<file path="src/rtl/gf180mcu_osu_sc_gp12t3v3_crc_serial.sv">
// ============================================================================
// gf180mcu_osu_sc_gp12t3v3_crc_serial : bit-serial Galois CRC generator/checker
// Revision: 1.0
// ============================================================================
`default_nettype none

module gf180mcu_osu_sc_gp12t3v3_crc_serial #(
    parameter int               WIDTH = 8,
    parameter logic [WIDTH-1:0] POLY  = WIDTH'(8'h07),
    parameter logic [WIDTH-1:0] INIT  = WIDTH'(8'h00),
    parameter int               CNTW  = 16
) (
    input  logic             clk,
    input  logic             rst_n,
    input  logic             start,
    input  logic             din,
    input  logic             dvalid,
    input  logic             last,
    output logic [WIDTH-1:0] crc,
    output logic [CNTW-1:0]  bitcnt,
    output logic             busy,
    output logic             done,
    output logic             match,
    output logic             ovf
);

    typedef enum logic [1:0] {
        IDLE = 2'd0,
        RUN  = 2'd1,
        FIN  = 2'd2
    } state_t;

    localparam logic [CNTW-1:0] CNT_MAX = '1;

    state_t           state;
    logic             fb;
    logic [WIDTH-1:0] crc_next;

    always_comb begin
        fb       = crc[WIDTH-1] ^ din;
        crc_next = {crc[WIDTH-2:0], 1'b0} ^ (fb ? POLY : '0);
    end

    always_ff @(posedge clk or negedge rst_n) begin
        if (!rst_n) begin
            state  <= IDLE;
            crc    <= INIT;
            bitcnt <= '0;
            busy   <= 1'b0;
            done   <= 1'b0;
            match  <= 1'b0;
            ovf    <= 1'b0;
        end else begin
            done <= 1'b0;
            case (state)
                IDLE: begin
                    if (start) begin
                        crc    <= INIT;
                        bitcnt <= '0;
                        match  <= 1'b0;
                        ovf    <= 1'b0;
                        busy   <= 1'b1;
                        state  <= RUN;
                    end
                end
                RUN: begin
                    if (dvalid) begin
                        crc <= crc_next;
                        if (bitcnt == CNT_MAX) begin
                            ovf <= 1'b1;
                        end else begin
                            bitcnt <= bitcnt + CNTW'(1);
                        end
                        // DONE and MATCH become visible together with the final CRC
                        if (last) begin
                            busy  <= 1'b0;
                            done  <= 1'b1;
                            match <= (crc_next == '0);
                            state <= FIN;
                        end
                    end
                end
                FIN: begin
                    state <= IDLE;
                end
                default: begin
                    state <= IDLE;
                end
            endcase
        end
    end

endmodule

`default_nettype wire

</file>
<file path="config.mk">
export PLATFORM = sky130hd
export DESIGN_NAME = gf180mcu_osu_sc_gp12t3v3_crc_serial
export DESIGN_NICKNAME = d
export VERILOG_FILES = /design/src/rtl/gf180mcu_osu_sc_gp12t3v3_crc_serial.sv
export SDC_FILE = /design/constraint.sdc
export NUM_CORES = 1
export LEC_CHECK = 0
export ABC_CLOCK_PERIOD_IN_PS = 2750
export CORE_UTILIZATION = 49
export CTS_CLUSTER_DIAMETER = 100
export CTS_CLUSTER_SIZE = 30
export DETAILED_ROUTE_END_ITERATION = 10
export PLACE_DENSITY = 0.78
export SYNTH_ARGS = -nofsm -noshare
export SYNTH_HDL_FRONTEND = slang
export SYNTH_SLANG_ARGS = --single-unit
</file>
<file path="constraint.sdc">
create_clock -name clk -period 2.75 [get_ports clk]
set_clock_uncertainty 0.1 [all_clocks]
set_input_delay 0.275 -clock clk [delete_from_list [all_inputs] [get_ports clk]]
set_output_delay 0.275 -clock clk [all_outputs]
set_load 0.02 [all_outputs]
</file>
==> impl_metrics.env <==
export IMPL_arrival_ns=2.40
export IMPL_port_buffers=33
export IMPL_syn_area_per_cell_um2=10.0
export IMPL_synth_top_flop_cell="dfrtp_1"
export IMPL_clock_latency_ns=0.33
export IMPL_ys_types=42
export IMPL_hold_viol=0
export IMPL_async_reset_ff_share_pct=100
export IMPL_worstSetupPathType="register to register"
export IMPL_synth_warning_count=0
export IMPL_fin_setup_tns_ns=0
export IMPL_hold_class="input port to asynchronous set/reset pin"
export IMPL_rsz0062_at_grt="no"
export IMPL_top_usage_layer="met2"
export IMPL_failed_checks="DRC"
export IMPL_syn_instance_count=153
export IMPL_peakVddDrop_v=0.000524
export IMPL_cp_slowest_cell="dfrtp_1"
export IMPL_fmax_ghz=0.442
export IMPL_cellPowerDensity_nw_per_um2=792
export IMPL_grt_pass1_wl_um=5980
export IMPL_synth_edf_count=0
export IMPL_worst_r2r_cell_count=4
export IMPL_wl_per_cell_um=16.3
export IMPL_wirelength_um=3640
export IMPL_layout_drive_gt1_share_pct=8.33
export IMPL_gp_congestion=0.894
export IMPL_max_slew_margin_pct=34.0
export IMPL_clockBufferDepth=2
export IMPL_antenna_found_initial=0
export IMPL_cts_hold_buf=0
export IMPL_status="finished with violations"
export IMPL_max_slew_worst_pin_slew_ns=0.983
export IMPL_ioPinCount=34
export IMPL_critPathRequiredTime_ns=2.89
export IMPL_critPathMaxFanout=14
export IMPL_nets=199
export IMPL_grt_usage_pct=23.8
export IMPL_diodes=0
export IMPL_post_dp_hpwl_um=2530
export IMPL_period_share_pct=82.2
export IMPL_synth_cell_area_um2=1530
export IMPL_cp_cell_sequence="nand4_1, nor4_4, o21ai_1, a221oi_1"
export IMPL_cts_root_buf="clkbuf_4"
export IMPL_cpPeakStageDelay_ns=0.46
export IMPL_coreArea_um2=2850
export IMPL_drv_cap=0
export IMPL_period_minus_slack_ns=2.26
export IMPL_cts_clk_slew_worst_paths_ns=0.09
export IMPL_grt_max_degree=31
export IMPL_drt_iter0_drc=49
export IMPL_cts_tree="yes"
export IMPL_dieArea_um2=3350
export IMPL_cts_setup_buffers=0
export IMPL_yosys_area_top_type="dfrtp_1"
export IMPL_final_cell_mix="clkdlybuf4s50_1 (33), dfrtp_1 (30), a31oi_1 (15)"
export IMPL_final_common_cell="clkdlybuf4s50_1"
export IMPL_area_growth_pct=27.7
export IMPL_use_met1_pct=27.6
export IMPL_syn_nets=161
export IMPL_ys_ff_latch=30
export IMPL_ys_top_cells_by_area="dfrtp_1 (49%), a31oi_1 (6.1%), a22o_1 (3.4%), nor2_1 (2.9%), nand2_1 (2.7%)"
export IMPL_ant_nets=0
export IMPL_cts_buffers=5
export IMPL_p_leak_nw=0.815
export IMPL_critPathLaunchType="register"
export IMPL_vias_per_cell=6.27
export IMPL_cts_sinks=30
export IMPL_die_h_um=57.9
export IMPL_cts_max_level=2
export IMPL_netlist_area_leader_share_pct=49.1
export IMPL_start_util_pct=53.6
export IMPL_setup_viol=0
export IMPL_timing_reg2reg_setup_slack_ns=0.49
export IMPL_drc=2
export IMPL_synth_seq_area_share_pct=49.1
export IMPL_met3_usage_pct=7.81
export IMPL_grt_pass1_vias=1396
export IMPL_crit_path_end_kind="register"
export IMPL_overflow=0
export IMPL_vias=1398
export IMPL_slew_violations=0
export IMPL_total_power_mw=1.55
export IMPL_rr_startpoint="bitcnt[3]$_DFFE_PN0P_"
export IMPL_reg2reg_to="bitcnt[8]$_DFFE_PN0P_"
export IMPL_met2_usage_pct=39.6
export IMPL_dr_pass1_iters=7
export IMPL_cts_repair_resized=0
export IMPL_die_w_um=57.9
export IMPL_row_count=19
## sequential cells by signal, summed over array words and instances (netlist names)
name    count
bitcnt     16
crc         8
state       2
busy        1
done        1
match       1
ovf         1
## worst max-delay path: cells and delay by family (launching register included)
family | cells | cell delay [ns]
flops | 1 | 0.46
simple gates | 2 | 0.87
compound gates | 2 | 0.74
## through the flow
stage,utilization (%),hold slack [ns],instance area [µm²],setup WS (ns),cells
after global routing,68.5,0.255,1950,0.322,223
final,68.5,0.218,1950,0.488,223
after global placement,66.4,0.398,1890,0.590,215
after CTS,68.5,0.215,1950,0.504,223
after floorplan,-,-0.121,1530,0.649,153
after detailed placement,66.4,0.400,1890,0.538,215
## worst max path at each step
| stage | start | to | slack, ns | cells after the start |
|---|---|---|---|---|
| after floorplan | bitcnt[0]$_DFFE_PN0P_ | bitcnt[10]$_DFFE_PN0P_ | 0.65 | 6 |
| after global placement | bitcnt[3]$_DFFE_PN0P_ | bitcnt[1]$_DFFE_PN0P_ | 0.59 | 4 |
| after detailed placement | bitcnt[3]$_DFFE_PN0P_ | bitcnt[8]$_DFFE_PN0P_ | 0.54 | 4 |
| after CTS | bitcnt[3]$_DFFE_PN0P_ | bitcnt[8]$_DFFE_PN0P_ | 0.50 | 4 |
| after global routing | bitcnt[3]$_DFFE_PN0P_ | bitcnt[8]$_DFFE_PN0P_ | 0.32 | 4 |
| final | bitcnt[3]$_DFFE_PN0P_ | bitcnt[8]$_DFFE_PN0P_ | 0.49 | 4 |
## metal layers
layer | share of wire, % | routed length (µm) | vias to the layer above
met2 | 50 | 1820 | 60
met4 | 1.8 | 64 | 0
met5 | 0 | 0 | -
li1 | - | - | 664
met3 | 7.1 | 257 | 5
met1 | 41 | 1500 | 669
## cell families (layout without fill, tap and decap cells)
family	after synthesis	in the layout	share of synthesized area, %
buffers and inverters	12	51	3.76
flip-flops	30	30	49.1
multiplexers	1	1	0.654
AND/OR/NAND/NOR	59	59	22.0
XOR/XNOR	2	2	1.14
adder cells (fa/ha/maj)	2	2	1.64
AO/OA/AOI/OAI	47	47	21.8
## synth_stat cells (all sizes together), types with 3 or more instances
cell   count
inv        6
nand2     12
a31oi     15
a21oi      3
o21ai      8
buf        5
nand4      7
dfrtp     30
nand3      6
nor3       5
a22o       6
nor2      12
nor4       5
## power breakdown
part           switching (mW)  internal, mW  leakage, nW
sequential             0.0948         0.527        0.405
clock                   0.151         0.124       0.0353
combinational           0.370         0.281        0.376
total                   0.616         0.932        0.815
## final cells by class
class,count,area [µm²]
inverter,6,22.5
timing repair buffer,37,360
clock inverter,1,5.00
clock buffer,7,55.1
tap,31,38.8
multi-input combinational,111,722
sequential,30,751
fill,244,898
No activity file was read; power rests on OpenSTA's default activity.
